### src/rtl/gba_pad_pkg.sv
// Shared definitions for the pad emulation blocks: FSM states, button slot
// positions within the 16-bit serial frame and the default pad ID nibble.
package gba_pad_pkg;

    typedef enum logic [1:0] {
        PAD_IDLE,
        PAD_LATCH,
        PAD_SHIFT,
        PAD_DONE
    } pad_state_t;

    // Slot positions within the serial frame (slot i carries buttons[i])
    localparam int PAD_B      = 0;
    localparam int PAD_Y      = 1;
    localparam int PAD_SELECT = 2;
    localparam int PAD_START  = 3;
    localparam int PAD_UP     = 4;
    localparam int PAD_DOWN   = 5;
    localparam int PAD_LEFT   = 6;
    localparam int PAD_RIGHT  = 7;
    localparam int PAD_A      = 8;
    localparam int PAD_X      = 9;
    localparam int PAD_L      = 10;
    localparam int PAD_R      = 11;

    // A genuine pad reports an all-zero ID in slots 12..15
    localparam logic [3:0] PAD_ID_DEFAULT = 4'b0000;

endpackage

### src/rtl/pad_sync_edge.sv
// Brings one asynchronous host pin into the clock domain and flags its edges.
// The last synchroniser stage is compared against a history flop, so an edge
// on the pin is visible as a one-cycle rise/fall strobe SYNC_STAGES cycles
// after it happens and acted on by the next register stage.
module pad_sync_edge #(
    parameter int   SYNC_STAGES = 2,
    parameter logic RESET_VALUE = 1'b0
) (
    input  logic clock,
    input  logic reset,
    input  logic pin,
    output logic rise,
    output logic fall
);

    logic [SYNC_STAGES-1:0] stages;
    logic                   history;
    logic                   level;

    assign level = stages[SYNC_STAGES-1];

    // Shift the pin through the synchroniser chain and remember the previous level
    always_ff @(posedge clock or posedge reset) begin
        if (reset) begin
            stages  <= {SYNC_STAGES{RESET_VALUE}};
            history <= RESET_VALUE;
        end else begin
            stages  <= {stages[SYNC_STAGES-2:0], pin};
            history <= level;
        end
    end

    assign rise = level & ~history;
    assign fall = ~level & history;

endmodule

### src/rtl/snes_pad_responder.sv
// Device side of the SNES pad protocol. A latch pulse from the host snapshots
// the button word (inverted, since the line is active-low) into a shift
// register; each host clock rise then moves the next slot onto serial_data.
// After the last slot the line rests at 0, as a real pad does. A stalled host
// is detected by a timeout while shifting, and short latch pulses are treated
// as glitches and dropped.
module snes_pad_responder
    import gba_pad_pkg::*;
#(
    parameter int SYNC_STAGES      = 2,
    parameter int MIN_LATCH_CYCLES = 4,
    parameter int NUM_BITS         = 16,
    parameter int TIMEOUT_CYCLES   = 4096
) (
    input  logic        clock,
    input  logic        reset,
    input  logic        data_latch,
    input  logic        data_clock,
    input  logic [15:0] buttons,
    output logic        serial_data,
    output logic        busy,
    output logic        frame_done,
    output logic        timeout,
    output logic [4:0]  bit_idx
);

    localparam int LCNT_W = $clog2(MIN_LATCH_CYCLES + 1);
    localparam int TCNT_W = $clog2(TIMEOUT_CYCLES + 1);

    localparam logic [LCNT_W-1:0] LATCH_MIN    = LCNT_W'(MIN_LATCH_CYCLES);
    localparam logic [TCNT_W-1:0] TIMEOUT_LAST = TCNT_W'(TIMEOUT_CYCLES - 1);
    localparam logic [4:0]        LAST_SLOT    = 5'(NUM_BITS - 1);

    pad_state_t         state;
    logic [15:0]        shreg;
    logic [LCNT_W-1:0]  latch_cnt;
    logic [TCNT_W-1:0]  tout_cnt;

    logic latch_rise;
    logic latch_fall;
    logic clock_rise;
    logic clock_fall;

    pad_sync_edge #(
        .SYNC_STAGES (SYNC_STAGES),
        .RESET_VALUE (1'b0)
    ) u_latch_sync (
        .clock (clock),
        .reset (reset),
        .pin   (data_latch),
        .rise  (latch_rise),
        .fall  (latch_fall)
    );

    // The host clock idles high, so its synchroniser resets high to avoid a
    // phantom rise straight out of reset
    pad_sync_edge #(
        .SYNC_STAGES (SYNC_STAGES),
        .RESET_VALUE (1'b1)
    ) u_clock_sync (
        .clock (clock),
        .reset (reset),
        .pin   (data_clock),
        .rise  (clock_rise),
        .fall  (clock_fall)
    );

    // Protocol FSM with the shift register, latch-width and stall counters
    always_ff @(posedge clock or posedge reset) begin
        if (reset) begin
            state      <= PAD_IDLE;
            shreg      <= 16'hFFFF;
            bit_idx    <= 5'd0;
            latch_cnt  <= '0;
            tout_cnt   <= '0;
            frame_done <= 1'b0;
            timeout    <= 1'b0;
        end else begin
            frame_done <= 1'b0;
            timeout    <= 1'b0;
            if (latch_rise) begin
                state     <= PAD_LATCH;
                shreg     <= ~buttons;
                latch_cnt <= LCNT_W'(1);
                bit_idx   <= 5'd0;
                tout_cnt  <= '0;
            end else begin
                case (state)
                    PAD_IDLE: begin
                        bit_idx <= 5'd0;
                    end
                    PAD_LATCH: begin
                        if (latch_fall) begin
                            latch_cnt <= '0;
                            tout_cnt  <= '0;
                            if (latch_cnt >= LATCH_MIN) begin
                                state <= PAD_SHIFT;
                            end else begin
                                state <= PAD_IDLE;
                                shreg <= 16'hFFFF;
                            end
                        end else begin
                            shreg <= ~buttons;
                            if (latch_cnt < LATCH_MIN) begin
                                latch_cnt <= latch_cnt + 1'b1;
                            end
                        end
                    end
                    PAD_SHIFT: begin
                        if (clock_rise) begin
                            shreg    <= {1'b0, shreg[15:1]};
                            bit_idx  <= bit_idx + 5'd1;
                            tout_cnt <= '0;
                            if (bit_idx == LAST_SLOT) begin
                                state      <= PAD_DONE;
                                frame_done <= 1'b1;
                            end
                        end else if (tout_cnt == TIMEOUT_LAST) begin
                            state    <= PAD_IDLE;
                            shreg    <= 16'hFFFF;
                            bit_idx  <= 5'd0;
                            tout_cnt <= '0;
                            timeout  <= 1'b1;
                        end else begin
                            tout_cnt <= tout_cnt + 1'b1;
                        end
                    end
                    PAD_DONE: begin
                        shreg <= 16'h0000;
                    end
                    default: begin
                        state <= PAD_IDLE;
                    end
                endcase
            end
        end
    end

    assign serial_data = shreg[0];
    assign busy        = (state == PAD_LATCH) || (state == PAD_SHIFT);

    // Falling host-clock edges carry no meaning on the device side
    logic unused_clock_fall;
    assign unused_clock_fall = clock_fall;

endmodule

### config.mk
export PLATFORM = sky130hd
export DESIGN_NAME = snes_pad_responder
export DESIGN_NICKNAME = d
export VERILOG_FILES = /design/src/rtl/gba_pad_pkg.sv /design/src/rtl/pad_sync_edge.sv /design/src/rtl/snes_pad_responder.sv
export SDC_FILE = /design/constraint.sdc
export NUM_CORES = 1
export LEC_CHECK = 0
export CORE_UTILIZATION = 61
export CTS_CLUSTER_SIZE = 10
export DETAILED_ROUTE_END_ITERATION = 7
export GPL_ROUTABILITY_DRIVEN = 0
export MAX_ROUTING_LAYER = met4
export PLACE_DENSITY = 0.85
export SLEW_MARGIN = 20
export SYNTH_ARGS = -nofsm -noshare
export SYNTH_HDL_FRONTEND = slang
export SYNTH_SLANG_ARGS = --single-unit
### constraint.sdc
create_clock -name clock -period 5.8 [get_ports clock]
set_input_delay 0.87 -clock clock [delete_from_list [all_inputs] [get_ports clock]]
set_output_delay 0.87 -clock clock [all_outputs]
set_load 0.03 [all_outputs]
==> metrics, run 1 <==
CTS tree=yes; top-count cell post-synth=o21ai_0; Syn. warnings=0; Max Cap Viol=0; area leader, netlist=dfrtp_1; height of the chip=68.9 um; Tot GR Track Use=26.8%; Pre-antenna DRT Iters=5; IO Pins=29; largest cells by area after synthesis=dfrtp_1 (26%), dfstp_2 (18%), o21ai_0 (6.0%); worst-path cell chain=inv_1 -> ha_1 -> nand2b_1 -> nor2_2 -> a21oi_4 -> mux2_4; # Post-CTS Setup Buffers=0; number of synthesized flops with an enable pin=0; Routed Wire Length=5670 um; area of the mapped netlist=2730 um2; CP required=6040 ps; Hold Crit Start=u_latch_sync.stages[0]$_DFF_PP0_; Nets=335; vias per cell=6.31; Hold Fails Final Rpt=0; Syn Area/Cell=9.48 um2; Setup Viol. Count Final=0; Routed wire per std cell=15.9 um; placed inst area=2990 um2; sequential area share after synthesis=43.9%; CTS Hold Bufs=0; Worst Path Max Fanout=27; critical path endpoint category=flip-flop; syn nets=318; ys async rst share=100%; FF-to-FF setup slack=2670 ps; via count=2,246; actual slew at the worst max-slew pin=948 ps; fin crit share=54.0%; hpwl dp=3800 um; Slew HR=36.8%; drt drc=0; kind of start point of the critical path=flip-flop; port bufs=28; minimum clock period=3130 ps; number of routed nets with antenna violations=0; design area=3090 um2; core area=4140 um2; max-slew violations=0; worst stage delay on the critical path=790 ps; Mapped Cells=288; outcome=finished, final reports clean; # diodes=0; CTS resizes=0; initial core utilization=65.9%; Max Fclk=0.319 GHz; area delta synth->final=13.3%; Reg-to-Reg Start=state[0]$_DFFE_PP0P_; FILL cells=310; die area=4750 um2; root buf cell=clkbuf_8; worst r2r dst=shreg[13]$_DFFE_PP1P_; CTS Sinks=47; critical path type=reg -> reg; WHS Endpoint=u_latch_sync.stages[1]$_DFF_PP0_; H-tree depth=2; P per Cell Area=446 nW/um2; gr ovfl total=0; die width=68.9 um; Worst Path Arrival=3370 ps; number of global-route vias before repair=1,967; Synth cell types=44; cts bufs inserted=5; 1st-iter DRT viols=196; CP max-delay cell=ha_1; initial antenna violation count=0; top cells by count, synth=o21ai_0 (33), nand2_1 (31), inv_1 (29), dfrtp_1 (28), dfstp_2 (19); hold path depth=0; final core utilization=74.7%; layout cells sized above 1=16.7%; Synth Flop Type=dfrtp_1; Worst Hold Class=reg -> reg; first-pass GRT wire length=9070 um; setup TNS=0 ps; post-synth top area share=25.7%; WHS=358 ps; clock latency on the worst-skew pair=310 ps; CTS clk-pin slew, worst paths=90 ps; clk buf depth=2; Yosys reg bits=47; largest net degree at the start of global routing=48; Leak=1.27 nW; row count=23; Worst Clk Skew=7.06 ps; peak supply drop=0.290 mV; cell depth of the worst flop-to-flop path=6; unrepaired setup endpoints after global routing=false
-- flip-flops by register name (all words and copies together), names as in the netlist --
register and count:
state 2, latch_cnt 3, timeout 1, u_clock_sync.history 1
shreg 16, u_latch_sync.history 1, tout_cnt 13, frame_done 1
u_latch_sync.stages 2, bit_idx 5, u_clock_sync.stages 2
-- cells in the final DEF (no fill, tap or decap), types with 3 or more instances in the layout --
cell type,Yosys,routed
nand3b_1,4,4
dfrtp_1,28,28
a21oi_1,7,6
nand2_1,31,31
nor2_1,9,9
dfstp_2,19,19
mux2_2,6,6
o31ai_1,4,3
nand2b_1,6,6
a32oi_1,15,15
a211oi_1,3,3
nor2b_1,4,4
nand4_1,3,3
nor3_1,6,6
clkbuf_8,0,6
nand3_1,8,8
o21ai_0,33,33
inv_1,29,28
mux2_4,9,9
ha_1,10,10
clkdlybuf4s50_1,0,28
and3_1,3,3
a41oi_1,5,5
a31oi_1,6,6
-- worst max-delay path: cells and delay by family, from the launching register on --
kind | cells | cell delay, ps
flip-flops | 1 | 420
buffers and inverters | 1 | 100
AND/OR/NAND/NOR | 2 | 1020
AO/OA/AOI/OAI | 1 | 330
adder cells (fa/ha/maj) | 1 | 790
multiplexers | 1 | 380
-- metrics by stage --
step / worst slack (ps) / instances / power [mW]
global placement: 2900 / 348 / 1.13
global route: 2370 / 356 / 1.46
CTS: 2760 / 356 / 1.38
detailed placement: 2780 / 348 / 1.16
floorplan: 3650 / 288 / 1.04
finish: 2670 / 356 / 1.38
-- worst max path at each step --
stage / cells after the start / to / from
after detailed placement: 6 / shreg[7]$_DFFE_PP1P_ / state[0]$_DFFE_PP0P_
after global routing: 6 / tout_cnt[8]$_DFFE_PP0P_ / state[0]$_DFFE_PP0P_
after global placement: 6 / shreg[11]$_DFFE_PP1P_ / state[0]$_DFFE_PP0P_
after floorplan: 7 / shreg[10]$_DFFE_PP1P_ / tout_cnt[0]$_DFFE_PP0P_
final: 6 / shreg[13]$_DFFE_PP1P_ / state[0]$_DFFE_PP0P_
after CTS: 6 / shreg[13]$_DFFE_PP1P_ / state[0]$_DFFE_PP0P_
-- kinds of logic (layout without fill, tap and decap cells) --
group	Yosys count	count (layout)	share of synthesized area, %
flip-flops	47	47	43.9
multiplexers	17	17	8.15
AO/OA/AOI/OAI	84	84	20.7
buffers and inverters	48	66	7.47
XOR/XNOR	1	1	0.321
AND/OR/NAND/NOR	81	81	14.8
adder cells (fa/ha/maj)	10	10	4.58
-- report_power, final --
part | total [mW] | switching, mW | internal, mW
clock network | 0.212 | 0.115 | 0.0974
registers | 0.507 | 0.0556 | 0.452
logic | 0.662 | 0.364 | 0.299
total | 1.38 | 0.534 | 0.848
-- cell type report --
type	count	area, um2	area share (%)
well taps	50	62.6	2.02
clock buffers	6	82.6	2.67
repair buffers	29	288	9.30
flip-flops and latches	47	1200	38.8
inverters	29	109	3.52
multi-input cells	193	1340	43.2
clock inverters	2	16.3	0.526
-- per-layer routing --
metal | vias up | GRT usage [%] | share of wire, %
li1 | 1071 | - | -
met1 | 1085 | 34.8 | 45
met2 | 77 | 42.0 | 48
met3 | 13 | 4.44 | 5.5
met4 | 0 | 10.5 | 1.9
met5 | - | - | 0
(Power assumes the default switching activity.)
==> run 2, diff against run 1 <==
CORE_UTILIZATION = 51   (was 61)
PLACE_DENSITY = 0.76   (was 0.85)
clock period = 2.5 ns   (was 5.8 ns; I/O delays follow)
==> metrics, run 2 (synthesis results as in run 1) <==
clk buf depth=2; via count=2,217; post-route total power=3.43 mW; Routed wire per std cell=14.9 um; Slew HR=61.5%; Worst Hold Class=reg -> reg; largest net degree at the start of global routing=48; Reg-to-Reg Start=tout_cnt[0]$_DFFE_PP0P_; area delta synth->final=18.2%; CTS Hold Bufs=0; setup TNS=0 ps; 1st-iter DRT viols=142; Flop pwr share=34.3%; first-pass GRT wire length=9430 um; max-slew violations=0; Non-Filler Instances=388; worst r2r dst=shreg[4]$_DFFE_PP1P_; Max Cap Viol=0; initial core utilization=53.1%; cell depth of the worst flop-to-flop path=6; hpwl dp=3940 um; critical path type=reg -> reg; IO Pins=29; WL met3=155 um; CTS clk-pin slew, worst paths=90 ps; initial antenna violation count=0; commonest non-fill, non-tap cell in the layout=o21ai_0; fin crit share=90.7%; FF-to-FF setup slack=230 ps; critical path endpoint category=flip-flop; Hold Fails Final Rpt=0; unrepaired setup endpoints after global routing=false; height of the chip=75.2 um; Int Pwr=2.16 mW; Comb power frac=48.9%; worst stage delay on the critical path=630 ps; CTS resizes=0; vias per cell=5.71; gr ovfl total=0; Worst Path Max Fanout=16; met2 WL=2810 um; peak supply drop=0.461 mV; Placed Cells=380; drt drc=0; # Post-CTS Setup Buffers=0; Max Fclk=0.441 GHz; H-tree depth=2; cts bufs inserted=5; commonest non-fill, non-tap cells in the layout=o21ai_0 (33), nand2_1 (31), inv_1 (28), dfrtp_1 (28), clkdlybuf4s50_1 (28); P per Cell Area=1060 nW/um2; Worst Path Arrival=2500 ps; port bufs=28; hold path depth=0; Top Registers=shreg: 16 flops, tout_cnt: 13 flops, bit_idx: 5 flops; WHS Endpoint=u_latch_sync.stages[1]$_DFF_PP0_; core area=5140 um2; layout cells sized above 1=19.2%; # diodes=0; CP required=2730 ps; Most flops, register=shreg; Pre-antenna DRT Iters=4; outcome=finished, final reports clean; CP bufs+invs=1; switching share of power=36.9%; Max Used Layer=met4; number of routed nets with antenna violations=0; root buf cell=clkbuf_8; kind of start point of the critical path=flip-flop; Psw=1.26 mW; power share of the clock group=16.7%; die width=75.2 um; actual slew at the worst max-slew pin=577 ps; Leak=1.34 nW; row count=26; die area=5650 um2; CTS tree=yes; Worst Clk Skew=7.71 ps; number of global-route vias before repair=2,105; Hold Crit Start=u_latch_sync.stages[0]$_DFF_PP0_; minimum clock period=2270 ps; Setup Viol. Count Final=0; Nets=347; worst-path cell chain=ha_1 -> nand4_1 -> or4_4 -> a21oi_4 -> buf_12 -> mux2_2; Routed Wire Length=5790 um; clock latency on the worst-skew pair=300 ps; CP max-delay cell=or4_4; CTS Sinks=47; Crit path depth=6; routed metal-1 wirelength=2750 um; max reg flops=16; CP delay by family, top=simple AND/OR/NAND/NOR gates; Tot GR Track Use=22.5%
[run 2: power by group through the flow]
stage                     Combinational (mW)  Clock [mW]  Sequential, mW
after CTS                               1.67       0.589            1.18
after floorplan                         1.22           0            1.19
after global routing                    1.84       0.611            1.20
after detailed placement                1.67           0            1.19
final                                   1.68       0.573            1.18
after global placement                  1.62           0            1.18
[run 2: metal layers]
layer	global-route usage (%)	vias to the layer above
met1	29.0	1073
met4	6.17	0
met2	36.6	42
met5	-	-
li1	-	1093
met3	3.88	9
[run 2: worst reg2reg max path, cell delays in order, from the launching register on]
cell and delay, ps:
dfrtp_1 430, ha_1 230, nand4_1 160, or4_4 630, a21oi_4 220, buf_12 180, mux2_2 350
[run 2: layout make-up]
class	count	area [um2]
clock buffer	5	68.8
clock inverter	3	46.3
tap	70	87.6
multi-input combinational	193	1330
sequential	47	1200
timing repair buffer	41	390
fill	446	1910
inverter	29	109
[run 2: worst max-delay path by stage]
stage	start	end	slack [ps]
2_1_floorplan	tout_cnt[0]$_DFFE_PP0P_	shreg[10]$_DFFE_PP1P_	350
3_3_place_gp	tout_cnt[0]$_DFFE_PP0P_	shreg[0]$_DFFE_PP1P_	330
3_5_place_dp	tout_cnt[1]$_DFFE_PP0P_	shreg[4]$_DFFE_PP1P_	250
4_1_cts	tout_cnt[0]$_DFFE_PP0P_	shreg[4]$_DFFE_PP1P_	240
5_1_grt	tout_cnt[0]$_DFFE_PP0P_	shreg[1]$_DFFE_PP1P_	120
6_report	tout_cnt[0]$_DFFE_PP0P_	shreg[4]$_DFFE_PP1P_	230
[run 2: through the flow]
step | worst slack (ps) | instance area, um2 | utilization, % | hold WS, ps
final | 232 | 3230 | 62.8 | 357
after global routing | 121 | 3230 | 62.8 | 367
after CTS | 239 | 3230 | 62.8 | 360
after detailed placement | 250 | 3110 | 60.6 | 347
after global placement | 334 | 3110 | 60.6 | 340
after floorplan | 350 | 2730 | - | 331
==> run 3, diff against run 2 <==
PLACE_DENSITY = unset   (was 0.76)
PLACE_DENSITY_LB_ADDON = 0.12   (was unset)
SYNTH_HIERARCHICAL = 1   (was unset)
==> metrics, run 3 <==
critical path type=reg -> out; clock latency on the worst-skew pair=300 ps; Critical path origin=state[0]$_DFFE_PP0P_; 1st-iter DRT viols=107; kind of start point of the critical path=flip-flop; height of the chip=73.0 um; unrepaired setup endpoints after global routing=false; Setup Viol. Count Final=0; die width=73.0 um; Placed Cells=344; FF-to-FF setup slack=300 ps; Syn Area/Cell=10.2 um2; Worst Clk Skew=9.77 ps; commonest non-fill, non-tap cells in the layout=o21ai_0 (28), dfrtp_1 (28), clkdlybuf4s50_1 (28); CTS resizes=0; Non-Filler Instances=352; Reg-to-Reg Start=tout_cnt[1]$_DFFE_PP0P_; minimum clock period=2310 ps; Worst Hold Class=in -> async; syn nets=279; Slew HR=64.8%; peak supply drop=0.504 mV; gr ovfl total=0; CTS clk-pin slew, worst paths=80 ps; die area=5330 um2; Routed Wire Length=5570 um; CTS Sinks=47; fin crit share=92.6%; first-pass GRT wire length=9320 um; drt drc=0; CTS tree=yes; CP required=2120 ps; initial antenna violation count=0; actual slew at the worst max-slew pin=528 ps; Worst Path Arrival=1940 ps; Nets=311; clk buf depth=2; CTS Hold Bufs=0; hpwl dp=3700 um; Max Fclk=0.432 GHz; # Post-CTS Setup Buffers=0; number of routed nets with antenna violations=0; area of the mapped netlist=2570 um2; Pre-antenna DRT Iters=4; Max Cap Viol=0; H-tree depth=2; Mapped Cells=252; Tot GR Track Use=23.7%; Hold Fails Final Rpt=0; setup TNS=0 ps; Routed wire per std cell=15.8 um; P per Cell Area=919 nW/um2; outcome=finished, final reports clean; initial core utilization=53.7%; max reg flops=16; root buf cell=clkbuf_8; worst r2r dst=shreg[2]$_DFFE_PP1P_; vias per cell=5.77; core area=4790 um2; largest net degree at the start of global routing=42; max-slew violations=0; Syn. warnings=6; port bufs=28; Worst Path Max Fanout=7; layout cells sized above 1=21.4%; Top Registers=shreg: 16 flops, tout_cnt: 13 flops, bit_idx: 5 flops; via count=2,032; Leak=1.24 nW; row count=25; IO Pins=29; critical path endpoint category=output port; cell depth of the worst flop-to-flop path=6; # diodes=0; number of global-route vias before repair=1,952; cts bufs inserted=5; Most flops, register=shreg; area delta synth->final=19.8%
-- run 3: power by group --
| group | switching, mW | internal [mW] | total (mW) |
|---|---|---|---|
| Combinational | 0.505 | 0.533 | 1.04 |
| Sequential | 0.110 | 1.03 | 1.14 |
| Clock | 0.250 | 0.400 | 0.650 |
| Total | 0.865 | 1.96 | 2.83 |
-- run 3: per-layer routing --
| metal | part of all wire (%) | wire (um) | global-route usage [%] | vias up |
|---|---|---|---|---|
| met2 | 47 | 2600 | 37.0 | 55 |
| met3 | 4.8 | 268 | 4.83 | 6 |
| met1 | 47 | 2640 | 31.4 | 965 |
| met5 | 0 | 0 | - | - |
| met4 | 1.0 | 56 | 6.32 | 0 |
| li1 | - | - | - | 1006 |
-- run 3: area by class of cell --
| type | instances | area, um2 |
|---|---|---|
| clock inverters | 2 | 60.1 |
| well taps | 67 | 83.8 |
| inverters | 13 | 48.8 |
| fillers | 406 | 1710 |
| repair buffers | 40 | 370 |
| multi-input cells | 177 | 1240 |
| flip-flops and latches | 47 | 1200 |
| clock buffers | 6 | 72.6 |
-- run 3: metrics by stage --
step	total power, mW	instance area (um2)	util, %	worst slack [ps]	hold WS (ps)
CTS	2.85	3080	64.3	178	275
global route	3.00	3080	64.3	131	324
detailed placement	2.19	2950	61.5	337	339
global placement	2.16	2950	61.5	383	347
finish	2.83	3080	64.3	186	278
floorplan	1.96	2570	-	320	129
-- run 3: worst max-delay path by stage --
stage	to	slack [ps]	depth (start not counted)
2_1_floorplan	shreg[10]$_DFFE_PP1P_	320	8
6_report	busy	190	4
4_1_cts	busy	180	4
3_3_place_gp	shreg[2]$_DFFE_PP1P_	380	6
5_1_grt	busy	130	4
3_5_place_dp	shreg[2]$_DFFE_PP1P_	340	6
-- run 3: worst max-delay path: stages, from the launching register on --
cell and delay [ps]:
dfrtp_1 470, inv_1 90, ha_1 310, inv_1 80
clkdlybuf4s50_1 690
